**src/rtl/serial_adder.sv**
```systemverilog
// Bit-serial adder: captures two WIDTH-bit operands plus carry-in, adds one bit per
// clock (LSB first), then presents a registered sum/carry with a one-cycle done pulse.
module serial_adder #(
    parameter int unsigned WIDTH = 8
) (
    input  logic             clk_in,
    input  logic             rst_n_in,
    input  logic             start_in,
    input  logic [WIDTH-1:0] a_in,
    input  logic [WIDTH-1:0] b_in,
    input  logic             c_in,
    output logic             busy_out,
    output logic             done_out,
    output logic [WIDTH-1:0] sum_out,
    output logic             carry_out
);

    localparam int unsigned CW = $clog2(WIDTH) + 1;

    typedef enum logic [1:0] {IDLE, SHIFT, DONE} state_t;

    state_t           state, state_nxt;
    logic [WIDTH-1:0] a_sr, b_sr, psum;
    logic             carry;
    logic [CW-1:0]    cnt;
    logic             accept, last_bit, sum_bit, carry_nxt;

    always_comb begin
        accept    = start_in && (state == IDLE || state == DONE);
        last_bit  = (state == SHIFT) && (cnt == CW'(WIDTH - 1));
        sum_bit   = a_sr[0] ^ b_sr[0] ^ carry;
        carry_nxt = (a_sr[0] & b_sr[0]) | (a_sr[0] & carry) | (b_sr[0] & carry);
    end

    always_ff @(posedge clk_in or negedge rst_n_in) begin
        if (!rst_n_in) state <= IDLE;
        else           state <= state_nxt;
    end

    always_comb begin
        state_nxt = state;
        case (state)
            IDLE:    if (start_in) state_nxt = SHIFT;
            SHIFT:   if (last_bit) state_nxt = DONE;
            DONE:    state_nxt = start_in ? SHIFT : IDLE;
            default: state_nxt = IDLE;
        endcase
    end

    assign busy_out = (state == SHIFT);
    assign done_out = (state == DONE);

    // Sum bits enter at the MSB so after WIDTH shifts bit 0 lands at position 0.
    always_ff @(posedge clk_in or negedge rst_n_in) begin
        if (!rst_n_in) begin
            a_sr      <= '0;
            b_sr      <= '0;
            psum      <= '0;
            carry     <= 1'b0;
            cnt       <= '0;
            sum_out   <= '0;
            carry_out <= 1'b0;
        end else if (accept) begin
            a_sr  <= a_in;
            b_sr  <= b_in;
            carry <= c_in;
            cnt   <= '0;
        end else if (state == SHIFT) begin
            psum  <= {sum_bit, psum[WIDTH-1:1]};
            a_sr  <= a_sr >> 1;
            b_sr  <= b_sr >> 1;
            carry <= carry_nxt;
            cnt   <= cnt + CW'(1);
            if (last_bit) begin
                sum_out   <= {sum_bit, psum[WIDTH-1:1]};
                carry_out <= carry_nxt;
            end
        end
    end

endmodule
```
**config.mk**
```make
export PLATFORM = sky130hd
export DESIGN_NAME = serial_adder
export DESIGN_NICKNAME = d
export VERILOG_FILES = /design/src/rtl/serial_adder.sv
export SDC_FILE = /design/constraint.sdc
export NUM_CORES = 1
export LEC_CHECK = 0
export CORE_MARGIN = 3
export CORE_UTILIZATION = 34
export CTS_BUF_LIST = sky130_fd_sc_hd__clkbuf_16
export CTS_CLUSTER_DIAMETER = 50
export DETAILED_ROUTE_END_ITERATION = 16
export HOLD_SLACK_MARGIN = 0.12
export REMOVE_ABC_BUFFERS = 1
export SETUP_SLACK_MARGIN = 0.02
export SLEW_MARGIN = 10
export SYNTH_ARGS = -nofsm -noshare
export SYNTH_HDL_FRONTEND = slang
export SYNTH_SLANG_ARGS = --single-unit
```
**constraint.sdc**
```tcl
create_clock -name clk_in -period 1.9 [get_ports clk_in]
set_clock_uncertainty 0.1 [all_clocks]
set_input_delay 0.19 -clock clk_in [delete_from_list [all_inputs] [get_ports clk_in]]
set_output_delay 0.19 -clock clk_in [all_outputs]
set_load 0.005 [all_outputs]
```
# After elaboration in Yosys (flattened, before gate mapping)

Cells that the tools add are included.

Register bits after elaboration: 40
Bits of input ports: 20

Add/subtract/negate cells: 1
Equal/unequal tests: 5
Mux-type cells: 12
Bitwise gates (word level): 8
Reduce and logical (&&, ||, !) cells: 8

Operator list:

| cell                                                                    | number |
|---|---|
| 8-bit two-way mux                                                       | 4 |
| 4-bit two-way mux                                                       | 2 |
| 2-bit one-hot mux with 3 select lines                                   | 1 |
| 4-bit by 1-bit adder with 4-bit output, second input constant           | 1 |
| 4-bit by 3-bit == test with 1-bit output, second input constant         | 1 |
| 2-bit two-way mux                                                       | 2 |
| 2-bit AND reduction                                                     | 2 |
| 1-bit AND                                                               | 3 |
| 1-bit two-way mux                                                       | 3 |
| 3-bit AND reduction                                                     | 1 |
| 2-bit by 1-bit == test with 1-bit output, second input constant         | 1 |
| 2-bit == test, second input constant                                    | 1 |
| 1-bit logical AND                                                       | 2 |
| 2-bit zero test                                                         | 1 |
| 2-bit by 1-bit inequality test with 1-bit output, second input constant | 1 |
| 2-bit inequality test, second input constant                            | 1 |
| 1-bit bitwise OR                                                        | 2 |
| 2-bit nonzero test                                                      | 1 |
| 1-bit XOR                                                               | 2 |
| 1-bit logical OR                                                        | 1 |
| 1-bit NOT                                                               | 1 |

# Logic depth before layout (Yosys ltp)

Depth after elaboration: 5
Mapped depth: 6

# Worst setup path before layout

No wires, ideal clock.

Path type: reg-to-reg
Start point: reg state[1]
End point: reg carry_out
Library setup time: 0.125 ns
Arrival: 1.321 ns
Required time: 1.675 ns
Path slack: 0.355 ns
Stages on the path, launching flop included: 5
Path buffers: 1
Clock period less this slack: 1.545 ns
Cell sequence: dfrtp_1 nand2b_1 buf_6 nor3_4 mux2_2

Longest elaborated chain between the ends: 5
Elaborated cells on any way between the ends: 8
Those cells by class: eq/ne: 2; bitwise: 1; reduce/logical: 5

Ends and longest elaborated chain:

| element                                          | RTL line | RTL |
|---|---|---|
| from (decl)                                      | 22       | `state_t state, state_nxt;` |
| from (signal assigned)                           | 37       | `else state <= state_nxt;` |
| 2-bit == test or 2-bit zero test (tied branches) | 29       | `accept = start_in && (state == IDLE \|\| state == DONE);` |
| 1-bit logical OR                                 | 29       |  |
| 1-bit logical AND                                | 29       |  |
| 1-bit NOT (no line)                              | n/a      |  |
| 3-bit AND reduction (no line) *                  | n/a      |  |
| to (signal assigned)                             | 76       | `carry_out <= carry_nxt;` |
| to (decl)                                        | 15       | `output logic carry_out` |

Mark *: on every way between the ends. The rest lies on a longest branch, timed or not.
A chain may end at the register's enable or synchronous reset.

# Worst setup path in the final report

Start point: reg state[1]
End point: out busy_out

Longest elaborated chain between the ends: 1

Ends and longest elaborated chain:

| element                                  | RTL line | RTL |
|---|---|---|
| 2-bit by 1-bit == test with 1-bit output | 50       | `assign busy_out = (state == SHIFT);` |
| to (decl)                                | 12       | `output logic busy_out,` |

Every way passes these cells.

==> impl_metrics.py <==
metrics = {
    "placement": {
        "hpwl_um": 2220,
        "gp_congestion": 0.767,
        "dp_slack_ns": 0.194,
        "io_buffer_count": 30,
    },
    "run": {
        "maxCapViolations": 0,
    },
    "timing": {
        "maxSlewHeadroom": 0.677,
        "hold_violations": 0,
        "fin_hold_ws_ns": 0.356,
        "setup_viol": 0,
        "fin_crit_ns": 1.76,
        "fin_ws_ns": 0.143,
        "max_freq_mhz": 569,
        "finalCritPeriodShare": 0.925,
        "rsz0062_at_grt": "false",
        "worstMarginPinSlew_ns": 0.485,
        "slew_violations": 0,
    },
    "route": {
        "dr.pass1.iters": 4,
        "drcViolationCount": 0,
        "via_per_inst": 4.87,
        "wire_per_inst_um": 13.0,
        "drt_wl_total_um": 3180,
        "vias": 1192,
        "ant_nets": 0,
        "drtIter0Drc": 89,
    },
    "clock_network": {
        "clockRootBuffer": "clkbuf_16",
        "clk_latency_ns": 0.27,
        "path_clk_slew_ns": 0.05,
        "h-tree-depth": 2,
        "cts_tree": "built",
        "cts_buffer_depth": 2,
        "clkSinkCount": 39,
        "cts_inserted_buffers": 5,
    },
    "power_and_ir_drop": {
        "power.density_mw_per_mm2": 1650,
        "ir_drop_mv": 0.520,
        "p_leak_nw": 0.983,
    },
    "global_route": {
        "met3_usage": 0.0422,
        "track_usage": 0.131,
        "busiest_layer": "met2",
        "use_met2": 0.215,
        "overflow": 0,
        "grt_pass1_vias": 1253,
        "grt_pass1_wl_um": 5640,
        "antenna_found_initial": 0,
        "grt_util_met1": 0.157,
        "grt_max_degree": 40,
    },
    "floorplan": {
        "die-area_mm2": 0.00571,
        "fp.coreArea_mm2": 0.00450,
        "die_w_um": 75.6,
        "rows": 24,
        "io-pin-count": 31,
        "initial_core_util": 0.365,
        "die_y_um": 75.6,
    },
    "logic_synthesis": {
        "yosys.cell_types.count": 26,
        "synth_edf_count": 0,
        "yosysSeqAreaShare": 0.593,
        "synthCells": 160,
        "async_flop_share": 1.00,
        "synth-main-ff-cell": "dfrtp_1",
        "synth_warnings": 0,
        "synth_area_mm2": 0.00165,
        "ys_seq_elements": 39,
        "syn_avg_cell_area_um2": 10.3,
    },
    "layout": {
        "layout_commonest_cell": "nand2_1",
        "layout_common_cells": "nand2_1 (52), dfrtp_1 (39), clkdlybuf4s50_1 (29)",
        "fillCellCount": 429,
        "nNetsFinal": 216,
        "areaGrowthSynthToFinish_pct": 30.2,
        "n_antenna_cell": 0,
        "drive_gt1_frac": 0.130,
    },
    "setup_path": {
        "slowest_delay_ns": 0.50,
        "worst_ep_required_time_ns": 1.61,
        "path_max_fanout": 5,
        "cpLargestDelayFamily": "buffers and inverters",
        "endpoint_kind": "primary output",
        "cp-start-kind": "register",
        "cp_slowest_cell": "clkdlybuf4s50_1",
        "crit_chain": "nand2b_2, inv_2, clkdlybuf4s50_1",
        "crit_buf_inv": 2,
        "worst-setup-path-type": "reg -> out",
        "crit_arrival_ns": 1.47,
    },
    "hold_path": {
        "worstHoldPathType": "in -> reg",
    },
    "status": {
        "status": "finished clean",
    },
}
==> timing repair <==
action                                  in CTS  in global routing
endpoints found under the hold margin       39                  0
resized for setup                            0                  2
setup buffers                                0                  0
hold buffers                                 1                  0
endpoints found under the setup margin       0                  1
==> layout make-up <==
class / instances / area, um2 / share of cell area
clock buffer: 5 / 125 / 0.0584
sequential: 39 / 976 / 0.456
inverter: 1 / 3.75 / 0.00175
multi-input combinational: 110 / 618 / 0.289
clock inverter: 1 / 3.75 / 0.00175
tap: 52 / 65.1 / 0.0304
timing repair buffer: 37 / 350 / 0.164
==> metal layers <==
| metal | vias to the layer above | wire [um] |
|---|---|---|
| met5 | - | 0 |
| met4 | 0 | 52 |
| met3 | 6 | 144 |
| met2 | 24 | 1530 |
| met1 | 566 | 1450 |
| li1 | 596 | - |
==> cell families (layout without fill, tap and decap cells) <==
kind of cell	after synthesis	count (layout)	share of synthesized area
flops	39	39	0.593
simple gates	76	76	0.192
xor+xnor	1	1	0.00532
fa+ha+maj	2	2	0.0198
buf+inv	11	44	0.0327
mux	12	12	0.0806
compound gates	19	19	0.0760
==> Yosys cell counts (2+ instances only) <==
| cell type | number | area share |
|---|---|---|
| nand2_1 | 52 | 0.12 |
| dfrtp_1 | 39 | 0.59 |
| nor2_1 | 14 | 0.032 |
| a31oi_1 | 11 | 0.042 |
| mux2_2 | 10 | 0.068 |
| buf_2 | 4 | 0.012 |
| clkbuf_1 | 4 | 0.0091 |
| a22oi_1 | 3 | 0.014 |
| nand3_1 | 3 | 0.0091 |
| a22o_1 | 2 | 0.011 |
| mux2i_1 | 2 | 0.012 |
| nand2b_1 | 2 | 0.0076 |
==> sequential cells by signal, summed over array words and instances, names as in the netlist <==
signal / flops
a_sr: 8
carry_out: 1
carry: 1
state: 2
cnt: 4
psum: 7
sum_out: 8
b_sr: 8
==> path summary, 6_finish.rpt <==
check                           slack, ns                endpoint                  from  cells after the start
worst max-delay path                 0.14                busy_out  state[1]$_DFFE_PN0P_                      3
worst min-delay path                 0.36     b_sr[7]$_DFFE_PN0P_               b_in[7]                      3
worst max register to register       0.22  sum_out[5]$_DFFE_PN0P_    cnt[0]$_DFFE_PN0P_                      4
worst min register to register       0.39     psum[1]$_DFFE_PN0P_   psum[2]$_DFFE_PN0P_                      2
max in group asynchronous            0.96      cnt[2]$_DFFE_PN0P_              rst_n_in                      3
min in group asynchronous            0.39  sum_out[6]$_DFFE_PN0P_              rst_n_in                      3
==> through the flow <==
step | cells | util | setup TNS, ns | instance area, um2 | power [mW]
final | 245 | 0.476 | 0 | 2140 | 3.54
after global routing | 245 | 0.476 | 0 | 2140 | 3.87
after CTS | 245 | 0.475 | 0 | 2140 | 3.60
after detailed placement | 238 | 0.444 | 0 | 2000 | 2.83
after global placement | 238 | 0.444 | 0 | 2000 | 2.78
after floorplan | 150 | - | -0.498 | 1600 | 2.25
==> worst reg2reg max path: cells and delay by family (launching register included) <==
kind	cells	cell delay [ns]
simple gates	2	0.49
mux	1	0.40
flops	1	0.38
fa+ha+maj	1	0.20
==> report_power, final <==
group          switching, mW  internal [mW]  leakage, nW
clock                  0.275          0.465       0.0669
sequential             0.231           1.22        0.486
combinational          0.662          0.688        0.430
Note: power is estimated with default switching activity, not from simulation.
